--- config.mk ---
export PLATFORM = sky130hd
export DESIGN_NAME = wb_rr_arbiter
export DESIGN_NICKNAME = d
export VERILOG_FILES = /design/src/rtl/wb_rr_arbiter.sv
export SDC_FILE = /design/constraint.sdc
export NUM_CORES = 1
export LEC_CHECK = 0
export BUFFER_PORTS_ARGS = -buffer_cell sky130_fd_sc_hd__buf_4
export CELL_PAD_IN_SITES_DETAIL_PLACEMENT = 0
export CELL_PAD_IN_SITES_GLOBAL_PLACEMENT = 2
export CORE_UTILIZATION = 11
export DETAILED_ROUTE_END_ITERATION = 16
export PLACE_DENSITY_LB_ADDON = 0.1
export RECOVER_POWER = 25
export SLEW_MARGIN = 20
export SYNTH_ARGS = -nofsm -noshare
export SYNTH_HDL_FRONTEND = slang
export SYNTH_SLANG_ARGS = --single-unit
export TNS_END_PERCENT = 5
--- constraint.sdc ---
create_clock -name wb_clk_i -period 1.6 [get_ports wb_clk_i]
set_input_delay 0.24 -clock wb_clk_i [delete_from_list [all_inputs] [get_ports wb_clk_i]]
set_output_delay 0.24 -clock wb_clk_i [all_outputs]
set_load 0.02 [all_outputs]
--- src/rtl/wb_rr_arbiter.sv ---
// Round-robin N-master to 1-slave WISHBONE classic arbiter; ownership is held for a whole cyc.
// Optional stalled-strobe watchdog enabled by defining WB_ARB_TIMEOUT_EN.
module wb_rr_arbiter #(
  parameter int NUM_MASTERS    = 2,
  parameter int ADDR_WIDTH     = 22,
  parameter int DATA_WIDTH     = 32,
  parameter int TIMEOUT_CYCLES = 255
) (
  input  logic                                 wb_clk_i,
  input  logic                                 wb_rst_n_i,
  input  logic [NUM_MASTERS-1:0]               m_cyc_i,
  input  logic [NUM_MASTERS-1:0]               m_stb_i,
  input  logic [NUM_MASTERS-1:0]               m_we_i,
  input  logic [NUM_MASTERS*ADDR_WIDTH-1:0]    m_adr_i,
  input  logic [NUM_MASTERS*DATA_WIDTH-1:0]    m_dat_i,
  input  logic [NUM_MASTERS*DATA_WIDTH/8-1:0]  m_sel_i,
  output logic [DATA_WIDTH-1:0]                m_dat_o,
  output logic [NUM_MASTERS-1:0]               m_ack_o,
  output logic [NUM_MASTERS-1:0]               m_err_o,
  output logic                                 s_cyc_o,
  output logic                                 s_stb_o,
  output logic                                 s_we_o,
  output logic [ADDR_WIDTH-1:0]                s_adr_o,
  output logic [DATA_WIDTH-1:0]                s_dat_o,
  output logic [DATA_WIDTH/8-1:0]              s_sel_o,
  input  logic [DATA_WIDTH-1:0]                s_dat_i,
  input  logic                                 s_ack_i,
  input  logic                                 s_err_i,
  output logic [NUM_MASTERS-1:0]               grant_o
);

  localparam int SEL_W = DATA_WIDTH / 8;
  localparam int IDXW  = (NUM_MASTERS > 1) ? $clog2(NUM_MASTERS) : 1;

`ifdef WB_ARB_TIMEOUT_EN
  typedef enum logic [1:0] {IDLE = 2'd0, OWNED = 2'd1, ABORT = 2'd2} state_t;
`else
  typedef enum logic [1:0] {IDLE = 2'd0, OWNED = 2'd1} state_t;
`endif

  state_t                  state_q, state_d;
  logic [NUM_MASTERS-1:0]  grant_q, grant_d;
  // last_q doubles as the owner index while a grant is held
  logic [IDXW-1:0]         last_q, last_d;
  logic [IDXW-1:0]         pick;
  logic [IDXW-1:0]         cand_idx;
  logic                    found;
  int                      own_i;
  logic                    own_cyc;
  logic                    own_stb;
  logic                    timeout;

  assign own_i   = int'(last_q);
  assign own_cyc = m_cyc_i[own_i];
  assign own_stb = m_stb_i[own_i];
  assign grant_o = grant_q;
  assign m_dat_o = s_dat_i;

`ifdef WB_ARB_TIMEOUT_EN
  logic [15:0] cnt_q, cnt_d;
  logic        stall;

  // A same-cycle ack or err excludes the stall, so a real termination beats the watchdog
  assign stall   = (state_q == OWNED) && own_cyc && own_stb && !s_ack_i && !s_err_i;
  assign timeout = stall && (cnt_q == 16'(TIMEOUT_CYCLES - 1));

  always_comb begin
    cnt_d = '0;
    if (stall && !timeout) cnt_d = cnt_q + 16'd1;
  end

  always_ff @(posedge wb_clk_i or negedge wb_rst_n_i) begin
    if (!wb_rst_n_i) cnt_q <= '0;
    else             cnt_q <= cnt_d;
  end
`else
  assign timeout = 1'b0;
`endif

  // Round-robin search upward from last+1 mod N
  always_comb begin
    found    = 1'b0;
    pick     = last_q;
    cand_idx = last_q;
    for (int i = 1; i <= NUM_MASTERS; i++) begin
      cand_idx = IDXW'((int'(last_q) + i) % NUM_MASTERS);
      if (!found && m_cyc_i[cand_idx]) begin
        found = 1'b1;
        pick  = cand_idx;
      end
    end
  end

  always_comb begin
    state_d = state_q;
    grant_d = grant_q;
    last_d  = last_q;
    case (state_q)
      IDLE: begin
        if (found) begin
          grant_d       = '0;
          grant_d[pick] = 1'b1;
          last_d        = pick;
          state_d       = OWNED;
        end
      end
      OWNED: begin
        if (!own_cyc) begin
          grant_d = '0;
          state_d = IDLE;
        end else if (timeout) begin
`ifdef WB_ARB_TIMEOUT_EN
          state_d = ABORT;
`endif
        end
      end
`ifdef WB_ARB_TIMEOUT_EN
      ABORT: begin
        if (!own_cyc) begin
          grant_d = '0;
          state_d = IDLE;
        end
      end
`endif
      default: begin
        grant_d = '0;
        state_d = IDLE;
      end
    endcase
  end

  // Request/response muxing is combinational through the registered owner
  always_comb begin
    s_cyc_o = 1'b0;
    s_stb_o = 1'b0;
    s_we_o  = 1'b0;
    s_adr_o = '0;
    s_dat_o = '0;
    s_sel_o = '0;
    m_ack_o = '0;
    m_err_o = '0;
    if (state_q == OWNED) begin
      s_cyc_o        = own_cyc && !timeout;
      s_stb_o        = own_stb && !timeout;
      s_we_o         = m_we_i[own_i];
      s_adr_o        = m_adr_i[own_i*ADDR_WIDTH +: ADDR_WIDTH];
      s_dat_o        = m_dat_i[own_i*DATA_WIDTH +: DATA_WIDTH];
      s_sel_o        = m_sel_i[own_i*SEL_W +: SEL_W];
      m_ack_o[own_i] = s_ack_i;
      m_err_o[own_i] = s_err_i || timeout;
    end
  end

  always_ff @(posedge wb_clk_i or negedge wb_rst_n_i) begin
    if (!wb_rst_n_i) begin
      state_q <= IDLE;
      grant_q <= '0;
      last_q  <= IDXW'(NUM_MASTERS - 1);
    end else begin
      state_q <= state_d;
      grant_q <= grant_d;
      last_q  <= last_d;
    end
  end

endmodule

==> flow_summary.ini <==
[finish]
fillers = 1468
syn2layout_area_growth_pct = 112
instances_no_fill = 534
diodes = 0
nNetsFinal = 521
final_layout_size_suffix_gt1_share_pct = 59.7

[yosys]
synth-main-ff-cell = dfrtp_1
synth_edf_count = 0
yosysMostFrequentCell = nor2_1
syn_area_per_cell_um2 = 7.48
synthTopCellsByCount = nor2_1 (63), mux2i_1 (60), buf_4 (34)
async_reset_ff_share_pct = 100
synth_warnings = 0
synth-seq-cells = 4
yosysTopAreaCellShare_pct = 41.0
synthesis.nets = 354
yosys.area.top_type = mux2i_1
ys_top_cells_by_area = mux2i_1 (41%), buf_4 (17%), nor2_1 (16%), buf_12 (6.8%), dfrtp_1 (5.1%)
synth_cell_types = 24
synthCells = 196
ys_seq_area_share_pct = 6.91
syn_area_um2 = 1470

[detailed_routing]
first_pass_iters = 3
wire_per_inst_um = 12.9
drc = 0
route.vias.total = 1952
wl_um = 6870
ant_nets = 0
routed_via_density = 3.66
detail_route.iter0.violations = 22

[power]
power_density_nw_per_um2 = 1480
ir_worst_vdd_mv = 0.427
power_mw = 4.62
p_leak_nw = 1.78

[floorplan]
fp-row-count = 41
core_area_um2 = 12800
pin_count = 257
die_w_um = 117
start_util_pct = 11.4
fp.dieH_um = 117
die_area_um2 = 13800

[sta]
rsz0062_at_grt = true
worstMarginPinSlew_ns = 0.239
setup_viol = 65
fin_skew_ns = 0.00311
setup_slack_ns = -0.206
fmax_mhz = 554
final-max-slew-violation-count = 0
hold_ws_ns = 0.216
fin_tns_setup_ns = -11.12
period_minus_slack_ns = 1.81
slew_headroom_pct = 84.1
period_share_pct = 113
finalHoldViolCount = 0

[grt]
grt_pass1_wl_um = 9800
grt_antenna_before_repair = 0
grt_max_degree = 35
grt_pass1_vias = 1849
grt.overflow.total = 0
track_usage_pct = 8.89

[clock_tree]
clk_pin_slew_ns = 0.03
cts_buffer_depth = 2
cts.sinks = 4
cts-root-buf = clkbuf_16
cts_inserted_buffers = 3
cts_tree = built
clk_latency_ns = 0.23
h-tree-depth = 1

[critical_path]
end_kind = output port
start_kind = flop
max_stage_delay_ns = 0.63
crit_chain = buf_8, buf_12, mux2i_2, nor2_1, buf_4
arrival_ns = 1.57
path_class = flop to output port
crit_fanout = 7
crit_required_ns = 1.36
crit_slowest_cell = dfstp_4

[min_path]
hold_class = input pin to flop

[outcome]
violations = negative setup slack
status = finished, violations left

[placed_design]
portBuffers = 192
gp_congestion = 0.750
pre_cts_slack_ns = 0.0262
dp_hpwl_um = 5300
dp_cells = 521

[run]
maxCapViolations = 0
[logic make-up (layout without fill, tap and decap cells)]
family                 count (synthesis)  count (layout)  synth area share [%]
muxes                                 60              60                  41.0
DFF                                    4               4                  6.91
buffers and inverters                 51             217                  28.0
and+or+nand+nor                       73              73                  20.3
AOI/OAI and AO/OA                      8               8                  3.84
[path summary, 6_finish.rpt]
path                       startpoint     endpoint  slack, ns  cells after the start
min                        m_cyc_i[0]       last_q       0.22                      2
max reg2reg                    last_q   grant_o[1]       0.10                      5
max                            last_q  s_adr_o[10]      -0.21                      5
max in group asynchronous  wb_rst_n_i       last_q       0.96                      2
min reg2reg                grant_o[0]   grant_o[0]       0.51                      1
min in group asynchronous  wb_rst_n_i   state_q[0]       0.38                      2
[worst max-delay path: cells and delay by family, from the launching register on]
kind / cells / cell delay [ns]
flip-flops: 1 / 0.63
multiplexers: 1 / 0.20
buffers and inverters: 3 / 0.43
AND/OR/NAND/NOR: 1 / 0.06
[placed cells by master, fill, tap and decap left out, drive strengths merged]
cell / count
buf: 204
nor2: 63
mux2i: 60
clkbuf: 8
inv: 4
dfrtp: 3
and3: 3
nand2: 2
a31oi: 2
a21oi: 2
or2b: 1
nand2b: 1
o211a: 1
a211o: 1
nor2b: 1
o21ai: 1
nand3b: 1
and2b: 1
a32o: 1
dlygate4sd3: 1
dfstp: 1
[area by class of cell]
type                    instances  area (µm²)  share of cell area [%]
flip-flops and latches          4         105                    3.38
multi-input cells             141         971                    31.2
well taps                     172         215                    6.91
inverters                       4        15.0                   0.482
repair buffers                209        1730                    55.5
clock buffers                   4        78.8                    2.53
[where the power goes]
group          leakage, nW  internal [mW]  switching (mW)  total [mW]
clock network       0.0382          0.329          0.0744       0.404
logic                 1.69           2.03            1.99        4.02
registers           0.0476          0.162          0.0403       0.202
total                 1.78           2.52            2.10        4.62
[metrics by stage]
step                utilization, %  instance area (µm²)
floorplan                        -                 1470
global placement              22.4                 2880
detailed placement            22.4                 2880
CTS                           23.3                 2980
global route                  24.3                 3110
finish                        24.3                 3110
[layer usage]
layer	track usage (%)	share of wire [%]	up-vias
met1	9.47	38	862
met2	16.6	51	124
met3	2.42	9.3	16
met4	3.21	1.6	0
li1	-	-	950
met5	0	0	-
[registers in the layout, indices dropped and copies added, names as in the netlist]
register / flops
grant_o: 2
last_q: 1
state_q: 1
[repair_timing]
action / 4_1_cts / 5_1_grt
gates resized for setup: 4 / 7
setup endpoints to repair: 65 / 65
buffers inserted: 1 / 4
hold buffers: 1 / 0
gates cloned: 0 / 3
endpoints found under the hold margin: 4 / 0
pin swaps: 1 / 3
(Power assumes the default switching activity.)
